File: config.mk
export PLATFORM = sky130hd
export DESIGN_NAME = mips_cpu_hilo_ctrl
export DESIGN_NICKNAME = d
export VERILOG_FILES = /design/src/rtl/mips_cpu_hilo_ctrl.sv
export SDC_FILE = /design/constraint.sdc
export NUM_CORES = 1
export LEC_CHECK = 0
export CORE_MARGIN = 2
export CORE_UTILIZATION = 47
export DETAILED_ROUTE_END_ITERATION = 10
export GPL_TIMING_DRIVEN = 0
export PLACE_DENSITY = 0.86
export SKIP_LAST_GASP = 1
export SLEW_MARGIN = 20
export SYNTH_ARGS = -nofsm -noshare
export SYNTH_HDL_FRONTEND = slang
export SYNTH_SLANG_ARGS = --single-unit
File: constraint.sdc
create_clock -name clk -period 4.9 [get_ports clk]
set_input_delay 0.98 -clock clk [delete_from_list [all_inputs] [get_ports clk]]
set_output_delay 0.98 -clock clk [all_outputs]
set_load 0.01 [all_outputs]
File: src/rtl/mips_cpu_hilo_ctrl.sv
`default_nettype none
// ============================================================================
// mips_cpu_hilo_ctrl : HI/LO registers and divider start/done issue control
// Revision 1.0
// ============================================================================
module mips_cpu_hilo_ctrl #(
  parameter int unsigned TIMEOUT_CYCLES = 64
) (
  input  logic        clk,
  input  logic        reset,
  input  logic        op_valid,
  input  logic [2:0]  op_code,
  input  logic [31:0] op_rs,
  input  logic [31:0] op_rt,
  output logic        stall,
  output logic [31:0] rd_data,
  output logic        rd_valid,
  output logic [31:0] hi,
  output logic [31:0] lo,
  output logic        timeout_err,
  output logic        div_start,
  output logic        div_sign,
  output logic [31:0] div_dividend,
  output logic [31:0] div_divisor,
  output logic        div_reset,
  input  logic        div_done,
  input  logic        div_dbz,
  input  logic [31:0] div_quotient,
  input  logic [31:0] div_remainder
);

  localparam int unsigned CNT_W = $clog2(TIMEOUT_CYCLES);
  localparam logic [CNT_W-1:0] LAST_CNT = CNT_W'(TIMEOUT_CYCLES - 1);

  localparam logic [2:0] OP_NOP0 = 3'b000;
  localparam logic [2:0] OP_DIV  = 3'b001;
  localparam logic [2:0] OP_DIVU = 3'b010;
  localparam logic [2:0] OP_MTHI = 3'b011;
  localparam logic [2:0] OP_MTLO = 3'b100;
  localparam logic [2:0] OP_MFHI = 3'b101;
  localparam logic [2:0] OP_MFLO = 3'b110;
  localparam logic [2:0] OP_NOP7 = 3'b111;

  typedef enum logic [1:0] {
    ST_IDLE  = 2'd0,
    ST_ISSUE = 2'd1,
    ST_WAIT  = 2'd2
  } state_t;

  state_t      state_q, state_d;
  logic [CNT_W-1:0] cnt_q, cnt_d;
  logic [31:0] hi_q, hi_d;
  logic [31:0] lo_q, lo_d;
  logic [31:0] rd_data_q, rd_data_d;
  logic        rd_valid_q, rd_valid_d;
  logic        err_q, err_d;
  logic        start_q, start_d;
  logic        sign_q, sign_d;
  logic [31:0] dividend_q, dividend_d;
  logic [31:0] divisor_q, divisor_d;
  logic        wdog_q, wdog_d;

  logic        is_op;
  logic        busy;
  logic        accept;

  always_comb begin
    is_op      = op_valid & (op_code != OP_NOP0) & (op_code != OP_NOP7);
    busy       = (state_q != ST_IDLE);
    accept     = ~busy & is_op;
    stall      = busy & is_op;

    state_d    = state_q;
    cnt_d      = cnt_q;
    hi_d       = hi_q;
    lo_d       = lo_q;
    rd_data_d  = rd_data_q;
    rd_valid_d = 1'b0;
    err_d      = err_q;
    start_d    = 1'b0;
    sign_d     = sign_q;
    dividend_d = dividend_q;
    divisor_d  = divisor_q;
    wdog_d     = 1'b0;

    case (state_q)
      ST_IDLE: begin
        if (accept) begin
          case (op_code)
            OP_DIV, OP_DIVU: begin
              dividend_d = op_rs;
              divisor_d  = op_rt;
              sign_d     = (op_code == OP_DIV);
              start_d    = 1'b1;
              state_d    = ST_ISSUE;
            end
            OP_MTHI: hi_d = op_rs;
            OP_MTLO: lo_d = op_rs;
            OP_MFHI: begin
              rd_data_d  = hi_q;
              rd_valid_d = 1'b1;
            end
            OP_MFLO: begin
              rd_data_d  = lo_q;
              rd_valid_d = 1'b1;
            end
            default: ;
          endcase
        end
      end

      ST_ISSUE: begin
        cnt_d   = '0;
        state_d = ST_WAIT;
      end

      ST_WAIT: begin
        // done is checked first so a result in the final watchdog cycle still lands
        if (div_done) begin
          if (!div_dbz) begin
            hi_d = div_remainder;
            lo_d = div_quotient;
          end
          state_d = ST_IDLE;
        end else if (cnt_q == LAST_CNT) begin
          wdog_d  = 1'b1;
          err_d   = 1'b1;
          state_d = ST_IDLE;
        end else begin
          cnt_d = cnt_q + CNT_W'(1);
        end
      end

      default: state_d = ST_IDLE;
    endcase
  end

  always_ff @(posedge clk or negedge reset) begin
    if (!reset) begin
      state_q    <= ST_IDLE;
      cnt_q      <= '0;
      hi_q       <= '0;
      lo_q       <= '0;
      rd_data_q  <= '0;
      rd_valid_q <= 1'b0;
      err_q      <= 1'b0;
      start_q    <= 1'b0;
      sign_q     <= 1'b0;
      dividend_q <= '0;
      divisor_q  <= '0;
      wdog_q     <= 1'b0;
    end else begin
      state_q    <= state_d;
      cnt_q      <= cnt_d;
      hi_q       <= hi_d;
      lo_q       <= lo_d;
      rd_data_q  <= rd_data_d;
      rd_valid_q <= rd_valid_d;
      err_q      <= err_d;
      start_q    <= start_d;
      sign_q     <= sign_d;
      dividend_q <= dividend_d;
      divisor_q  <= divisor_d;
      wdog_q     <= wdog_d;
    end
  end

  // The divider follows this block's reset as well as the watchdog pulse
  assign div_reset    = ~reset | wdog_q;
  assign rd_data      = rd_data_q;
  assign rd_valid     = rd_valid_q;
  assign hi           = hi_q;
  assign lo           = lo_q;
  assign timeout_err  = err_q;
  assign div_start    = start_q;
  assign div_sign     = sign_q;
  assign div_dividend = dividend_q;
  assign div_divisor  = divisor_q;

endmodule
`default_nettype wire

==> impl_metrics.csv, run 1 <==
group,metric,value,unit
synthesis,synth_compound_area_share,12.4,%
drt,final_antenna_net_count,0,
synthesis,synth.area.top_cells,"dfrtp_1 (57%), mux2_4 (7.6%), o21ai_0 (6.4%)",
critical_path,crit_chain,"buf_8, buf_16, nand2b_1, clkdlybuf4s50_1",
synthesis,synth_largest_area_cell,"dfrtp_1",
placement,dpl.hpwl,17600,um
clocking,clk_pin_slew,0.07,ns
sta,fin_crit_sh,72.6,%
floorplanning,die_y,131,um
synthesis,synthMostInstantiatedCell,"dfrtp_1",
placement,place_congestion,0.856,
clocking,cts_tree,"done",
grt,grt-ovfl-total,0,
hold_path,hold_path.class,"register to register",
synthesis,synth.area.mux_share,15.8,%
clocking,insertion_delay,0.43,ns
drt,wirelength,24300,um
synthesis,synthFlopType,"dfrtp_1",
clocking,h-tree-depth,4,
critical_path,crit_type,"input pin to output port",
drt,firstDrtPassIters,7,
synthesis,syn_inst,665,
critical_path,cp-end-kind,"output port",
drt,vias_per_cell,5.38,
sta,hold_viol,0,
clocking,cts_hold_buf,0,
synthesis,synth-seq-cells,173,
sta,fin_setup_tns,0,ns
grt,grt_max_degree,93,
critical_path,cp_max_fo,92,
floorplanning,core,15800,um^2
floorplanning,die_area,17100,um^2
synthesis,synth-xor-area-share,0.116,%
synthesis,synth.distinct_cells,39,
synthesis,synth_top_area_share,57.4,%
sta,min_period,3.56,ns
floorplanning,row_count,46,
flow_run,maxCapViolCount,0,
synthesis,synth_fa_ha_area_share,0.166,%
sta,worst_pin_slew,0.659,ns
power_and_ir_drop,finalPower,6.05,mW
finish,drive_gt1_share,13.2,%
synthesis,syn_area,7540,um^2
clocking,cts_setup_buffers,0,
clocking,cts.repair.resized,0,
critical_path,worstPathRequired,3.92,ns
critical_path,worstPathArrival,2.58,ns
floorplanning,die_x,131,um
finish,fin_nets,1122,
finish,regArea,4330,um^2
grt,antenna_found_initial,0,
power_and_ir_drop,power_leakage,5.25,nW
placement,dp.cells,1182,
finish,multiInputGateArea,2950,um^2
synthesis,seq_area_frac_synth,57.4,%
finish,synthToLayoutAreaGrowth,51.9,%
grt,grt_pass1_wl,36100,um
drt,vias,6529,
clocking,cts-buffers-inserted,17,
synthesis,syn_area_per_cell,11.3,um^2
sta,max_slew_margin,56.1,%
synthesis,async_flop_share,100,%
synthesis,yosys-top-cells-count,"dfrtp_1 (173), nand2_1 (103), o21ai_0 (97)",
placement,io_buffers,300,
synthesis,synth-edff-count,0,
finish,n_fill_cell,1128,
finish,stdcell_area,11400,um^2
placement,dpl_cell_area,10800,um^2
sta,fin_skew,0.00767,ns
finish,n_antenna_cell,0,
critical_path,start_kind,"input pin",
grt,grt_pass1_vias,6682,
outcome,status,"finished, final reports clean",
floorplanning,ios,302,
synthesis,synth_nets,802,
drt,drt_iter0_drc,397,
clocking,cts_root_buffer,"clkbuf_16",
finish,finalNonFillerCells,1214,
synthesis,synth_top_family_by_area,"multiplexers",
drt,routedWlPerCell,20.1,um
sta,slew_viol_final,0,
finish,utilization,72.6,%
grt,grt_util_all_layers,28.3,%
sta,max_freq,281,MHz
clocking,clock-sinks,173,
synthesis,synth-simple-area-share,10.5,%
synthesis,yosysWarnings,0,
sta,setup_viol_count_final,0,
floorplanning,start_util,47.8,%
clocking,clockBufferDepth,2,
power_and_ir_drop,vdd_drop_max,0.333,mV
power_and_ir_drop,powerDensity,528,nW/um^2
critical_path,crit_path_max_incr_delay,0.49,ns
critical_path,crit_slowest_cell,"clkdlybuf4s50_1",
drt,drc_errors,0,
sta,grt_setup_unrepaired,"false",
==> stage by stage <==
step / hold WS (ns) / setup WS [ns]
floorplan: 0.484 / 2.33
global placement: 0.452 / -4.32
detailed placement: 0.458 / 1.33
CTS: 0.474 / 1.33
global route: 0.497 / 1.13
finish: 0.471 / 1.34
==> registers in the layout, summed over array words and instances (netlist names), 2 cells and up <==
name	cells
hi	32
div_dividend	32
lo	32
state_q	2
cnt_q	6
div_divisor	32
rd_data	32
==> layout make-up <==
class | instances | share of cell area [%]
flip-flops and latches | 173 | 37.8
repair buffers | 301 | 26.5
multi-input cells | 442 | 25.7
clock buffers | 17 | 3.72
well taps | 216 | 2.36
plain buffers | 45 | 2.11
clock inverters | 15 | 1.60
inverters | 5 | 0.164
==> critical path, delay by kind of cell <==
kind	cells	cell delay, ns
AND/OR/NAND/NOR	1	0.09
buffers and inverters	3	1.40
==> power by group <==
part           switching (mW)  total [mW]  internal [mW]
registers               0.360        2.31           1.95
clock network           0.596        1.41          0.811
logic                   0.983        2.33           1.35
==> worst paths after layout <==
kind                             start           to  slack, ns  depth (start not counted)
max in group asynchronous        reset  rd_data[29]       3.44                          2
min reg2reg                timeout_err  timeout_err       0.47                          1
min in group asynchronous        reset       hi[15]       0.55                          1
max reg2reg                 state_q[0]        hi[9]       2.79                          4
max                              reset    div_reset       1.34                          4
min                        timeout_err  timeout_err       0.47                          1
==> logic make-up after synthesis <==
logic type	Yosys count
AOI/OAI and AO/OA	178
DFF	173
and+or+nand+nor	165
muxes	97
buffers and inverters	50
xor gates and xnor gates	1
adders and majority gates	1
==> layer usage <==
layer  up-vias  global-route usage (%)  share of wire [%]
met5         -                       0                  0
met4         0                    13.1                3.8
met3        61                    7.37                7.7
met2       318                    47.9                 50
met1      3198                    34.0                 38
li1       2952                       -                  -
==> cell usage in the layout (no fill, tap or decap), drive strengths merged, types with 2 or more instances in the layout <==
master and instances:
and3 5, dfrtp 173, nand2 103, a21oi 68
o21ai 97, bufinv 3, nor3b 2, inv 11
clkbuf 34, nor3 3, clkinv 5, nand3 4
nand2b 2, mux2i 33, a31oi 3, nor4b 2
clkdlybuf4s50 299, nor2 4, nor2b 2, o22ai 2
nand3b 2, and2 32, mux2 64, buf 30
No activity file was read; power rests on OpenSTA's default activity.
==> run 2, diff against run 1 <==
--- a/config.mk
+++ b/config.mk
@@ -6,10 +6,10 @@
 export NUM_CORES = 1
 export LEC_CHECK = 0
 export CORE_MARGIN = 2
-export CORE_UTILIZATION = 47
+export CORE_UTILIZATION = 39
 export DETAILED_ROUTE_END_ITERATION = 10
 export GPL_TIMING_DRIVEN = 0
-export PLACE_DENSITY = 0.86
+export PLACE_DENSITY = 0.76
 export SKIP_LAST_GASP = 1
 export SLEW_MARGIN = 20
 export SYNTH_ARGS = -nofsm -noshare
==> constraint.sdc (replaced) <==
create_clock -name clk -period 2.97 [get_ports clk]
set_input_delay 0.594 -clock clk [delete_from_list [all_inputs] [get_ports clk]]
set_output_delay 0.594 -clock clk [all_outputs]
set_load 0.01 [all_outputs]
==> impl_metrics.csv, run 2 (synthesis results as in run 1) <==
group,metric,value,unit
sta,layout_setup_ws,0.0932,ns
finish,n_fill_cell,1577,
floorplanning,row_count,50,
drt,drc_errors,0,
critical_path,cp_max_fo,7,
drt,drt_iter0_drc,285,
sta,worst_pin_slew,0.649,ns
placement,place_congestion,0.841,
critical_path,crit_path_max_incr_delay,0.61,ns
outcome,status,"finished, final reports clean",
clocking,cts_setup_buffers,0,
drt,wirelength,24400,um
grt,grt_pass1_vias,6698,
finish,final_cell_mix,"clkdlybuf4s50_1 (299), dfrtp_1 (173), nand2_1 (103)",
finish,layout_commonest_cell,"clkdlybuf4s50_1",
power_and_ir_drop,vdd_drop_max,0.422,mV
finish,regArea,4330,um^2
placement,dpl.hpwl,18100,um
critical_path,cp-end-kind,"output port",
drt,final_antenna_net_count,0,
drt,routedWlPerCell,19.4,um
critical_path,start_kind,"input pin",
sta,hold_viol,0,
grt,grt_util_all_layers,24.3,%
sta,max_freq,348,MHz
floorplanning,core,18800,um^2
clocking,cts_hold_buf,0,
critical_path,crit_family,"buffers and inverters",
finish,finalNonFillerCells,1258,
sta,fin_skew,0.0107,ns
power_and_ir_drop,p_int,6.71,mW
clocking,clockBufferDepth,2,
power_and_ir_drop,powerDensity,856,nW/um^2
sta,setup_viol_count_final,0,
clocking,cts.repair.resized,0,
floorplanning,die_y,143,um
grt,grt-ovfl-total,0,
sta,max_slew_margin,56.7,%
placement,dp.cells,1227,
power_and_ir_drop,p_clk_share,22.7,%
power_and_ir_drop,finalPower,9.84,mW
placement,pre_cts_ws,0.0949,ns
finish,drive_gt1_share,13.1,%
grt,grt_pass1_wl,37500,um
floorplanning,ios,302,
grt,grt_max_degree,73,
sta,slew_viol_final,0,
power_and_ir_drop,switching_share,31.8,%
clocking,clk_pin_slew,0.07,ns
power_and_ir_drop,combPwrFrac,38.7,%
finish,utilization,61.1,%
flow_run,maxCapViolCount,0,
critical_path,worstPathRequired,2.38,ns
power_and_ir_drop,seqPwrFrac,38.6,%
power_and_ir_drop,p_sw,3.13,mW
critical_path,worstPathArrival,2.28,ns
drt,vias_per_cell,5.00,
hold_path,hold_path.class,"input pin to asynchronous set/reset pin",
clocking,cts_root_buffer,"clkbuf_16",
power_and_ir_drop,power_leakage,5.24,nW
placement,io_buffers,300,
critical_path,crit_chain,"clkdlybuf4s50_1, and3_1, nor3_1, clkdlybuf4s50_1",
sta,grt_setup_unrepaired,"false",
clocking,clock-sinks,173,
critical_path,path_buf_inv,2,
sta,min_period,2.88,ns
clocking,insertion_delay,0.43,ns
finish,fin_nets,1122,
critical_path,crit_top_cell,"clkdlybuf4s50_1",
grt,antenna_found_initial,0,
floorplanning,die_area,20500,um^2
drt,vias,6296,
finish,synthToLayoutAreaGrowth,52.6,%
clocking,cts-buffers-inserted,17,
sta,fin_setup_tns,0,ns
critical_path,crit_type,"input pin to output port",
finish,multiInputGateArea,2950,um^2
clocking,cts_tree,"done",
drt,firstDrtPassIters,4,
floorplanning,die_x,143,um
sta,fin_crit_sh,96.9,%
finish,n_antenna_cell,0,
critical_path,crit_slowest_cell,"clkdlybuf4s50_1",
clocking,h-tree-depth,4,
floorplanning,start_util,40.0,%
[run 2: per-layer routing]
layer | track usage [%] | share of wire [%] | wire (um)
met1 | 30.6 | 42 | 10100
met4 | 8.96 | 2.9 | 702
met2 | 40.4 | 49 | 12000
met3 | 6.04 | 6.3 | 1540
met5 | 0 | 0 | 0
[run 2: power by group through the flow]
stage               sequential [mW]  combinational (mW)  clock, mW
finish                         3.80                3.81       2.23
global route                   3.92                4.10       2.38
CTS                            3.80                3.85       2.28
detailed placement             3.84                3.84          0
global placement               3.79                3.78          0
floorplan                      4.16                1.06          0
[run 2: worst paths after layout]
check | start | slack [ns] | cells after the start | to
min in group clk | timeout_err | 0.48 | 1 | timeout_err
max | op_code[2] | 0.09 | 4 | stall
max in group asynchronous | reset | 1.92 | 3 | div_divisor[17]
max reg2reg | state_q[0] | 0.83 | 4 | hi[17]
min reg2reg | timeout_err | 0.48 | 1 | timeout_err
min | reset | 0.05 | 1 | div_dividend[16]
[run 2: per-stage QoR]
step | instance area, um^2 | hold WS, ns
6_report | 11500 | 0.0456
5_1_grt | 11500 | 0.0554
4_1_cts | 11500 | 0.0411
3_5_place_dp | 10900 | 0.465
3_3_place_gp | 10900 | 0.450
2_1_floorplan | 7540 | 0.298
[run 2: layout make-up]
type / count / area share [%]
multi-input cells: 442 / 25.6
plain buffers: 44 / 2.07
clock inverters: 12 / 1.17
inverters: 5 / 0.163
flip-flops and latches: 173 / 37.6
repair buffers: 302 / 26.6
clock buffers: 20 / 3.88
well taps: 260 / 2.83
==> run 3, diff against run 2 <==
--- a/config.mk
+++ b/config.mk
@@ -5,11 +5,13 @@
 export SDC_FILE = /design/constraint.sdc
 export NUM_CORES = 1
 export LEC_CHECK = 0
+export CORE_ASPECT_RATIO = 1.2
 export CORE_MARGIN = 2
-export CORE_UTILIZATION = 39
+export CORE_UTILIZATION = 41
+export CTS_BUF_LIST = sky130_fd_sc_hd__clkbuf_8
 export DETAILED_ROUTE_END_ITERATION = 10
 export GPL_TIMING_DRIVEN = 0
-export PLACE_DENSITY = 0.76
+export PLACE_DENSITY = 0.8
 export SKIP_LAST_GASP = 1
 export SLEW_MARGIN = 20
 export SYNTH_ARGS = -nofsm -noshare
==> impl_metrics.csv, run 3 (synthesis results as in run 1) <==
group,metric,value,unit
finish,fin_nets,1121,
finish,multiInputGateArea,2950,um^2
power_and_ir_drop,p_sw,3.09,mW
power_and_ir_drop,switching_share,32.5,%
finish,stdcell_area,11300,um^2
power_and_ir_drop,vdd_drop_max,0.363,mV
critical_path,start_kind,"input pin",
placement,dpl.hpwl,17700,um
floorplanning,row_count,54,
grt,grt_max_degree,90,
finish,synthToLayoutAreaGrowth,49.9,%
critical_path,reg2reg_from,"state_q[0]",
outcome,status,"finished, final reports clean",
critical_path,regToRegEndpoint,"lo[6]",
grt,grt_pass1_wl,37200,um
finish,regArea,4330,um^2
sta,min_period,2.80,ns
finish,n_antenna_cell,0,
finish,n_fill_cell,1498,
critical_path,r2r_setup_slack,0.92,ns
finish,layout_commonest_cell,"clkdlybuf4s50_1",
placement,dp.cells,1190,
sta,worst_pin_slew,0.714,ns
grt,grt_util_all_layers,24.8,%
sta,max_slew_margin,52.4,%
power_and_ir_drop,p_int,6.40,mW
placement,place_congestion,0.857,
finish,final_cell_mix,"clkdlybuf4s50_1 (299), dfrtp_1 (173), nand2_1 (103)",
clocking,cts_root_buffer,"clkbuf_8",
sta,layout_setup_ws,0.167,ns
critical_path,crit_type,"input pin to output port",
critical_path,worstPathArrival,2.21,ns
sta,fin_crit_sh,94.4,%
drt,vias_per_cell,5.24,
floorplanning,core,18100,um^2
hold_path,hold_path.class,"input pin to asynchronous set/reset pin",
clocking,cts_hold_buf,0,
grt,grt_pass1_vias,6773,
sta,hold_viol,0,
critical_path,cp_max_fo,7,
clocking,clockBufferDepth,2,
critical_path,critPathLaunch,"op_code[2]",
drt,drt_iter0_drc,353,
placement,dpl_cell_area,10900,um^2
clocking,clock-sinks,173,
drt,drc_errors,0,
flow_run,maxCapViolCount,0,
placement,io_buffers,300,
drt,firstDrtPassIters,5,
sta,grt_setup_unrepaired,"false",
sta,setup_viol_count_final,0,
finish,drive_gt1_share,13.1,%
critical_path,r2r_cells,4,
finish,finalNonFillerCells,1221,
floorplanning,die_x,128,um
floorplanning,start_util,41.6,%
sta,fin_skew,0.0122,ns
clocking,cts_setup_buffers,0,
floorplanning,ios,302,
floorplanning,die_area,19500,um^2
clocking,insertion_delay,0.47,ns
power_and_ir_drop,power_leakage,5.18,nW
grt,antenna_found_initial,0,
floorplanning,die_y,153,um
clocking,h-tree-depth,4,
placement,pre_cts_ws,0.122,ns
drt,vias,6401,
clocking,cts.repair.resized,0,
clocking,cts_tree,"done",
drt,routedWlPerCell,19.5,um
grt,grt-ovfl-total,0,
sta,max_freq,357,MHz
critical_path,cp-end-kind,"output port",
power_and_ir_drop,seqPwrFrac,39.9,%
critical_path,worstPathRequired,2.38,ns
clocking,cts-buffers-inserted,17,
sta,slew_viol_final,0,
clocking,clk_pin_slew,0.09,ns
drt,wirelength,23800,um
power_and_ir_drop,powerDensity,841,nW/um^2
critical_path,cp-endpoint,"stall",
power_and_ir_drop,combPwrFrac,40.3,%
drt,final_antenna_net_count,0,
power_and_ir_drop,finalPower,9.50,mW
power_and_ir_drop,p_clk_share,19.8,%
==> run 3: cell types whose count changed in the layout (fill, tap and decap cells not counted), moves of 2 or more <==
cell	before	now
clkbuf_1	18	16
clkbuf_8	1	19
clkbuf_16	17	0
bufinv_16	2	4
clkinvlp_4	4	2
==> run 3: stage by stage <==
stage / hold WS (ns) / util [%] / TNS, ns
after global placement: 0.450 / 59.7 / -1036.72
after detailed placement: 0.454 / 59.9 / 0
after CTS: 0.137 / 62.4 / 0
after global routing: 0.149 / 62.4 / 0
after floorplan: 0.298 / - / 0
final: 0.0996 / 62.4 / 0
==> run 3: final cells by class <==
class / instances / share of cell area, %
multi-input combinational: 442 / 26.1
buffer: 44 / 2.10
sequential: 173 / 38.3
clock buffer: 19 / 2.32
clock inverter: 13 / 1.65
timing repair buffer: 301 / 26.9
tap: 224 / 2.48
inverter: 5 / 0.166
==> run 3: worst max-delay path, stage by stage <==
cell and delay, ns:
clkdlybuf4s50_1 0.55, and3_1 0.26, nor3_1 0.21, clkdlybuf4s50_1 0.60
==> run 3: worst min-delay path by stage <==
stage,end,cells past startpoint
global route,div_dividend[7],1
CTS,div_dividend[5],1
detailed placement,timeout_err,1
finish,div_dividend[7],1
global placement,timeout_err,1
floorplan,cnt_q[0],0
==> run 3: metal layers <==
layer,wire [um],part of all wire [%],global-route usage (%)
met1,9470,40,30.4
met2,11800,50,41.9
met3,1510,6.3,5.83
met4,927,3.9,10.3
met5,0,0,0
==> run 3: power groups by stage <==
stage	Clock (mW)	Sequential, mW	Combinational (mW)
3_5_place_dp	0	3.83	3.84
2_1_floorplan	0	4.16	1.06
5_1_grt	2.00	3.91	4.09
6_report	1.88	3.79	3.83
3_3_place_gp	0	3.78	3.76
4_1_cts	1.91	3.79	3.86
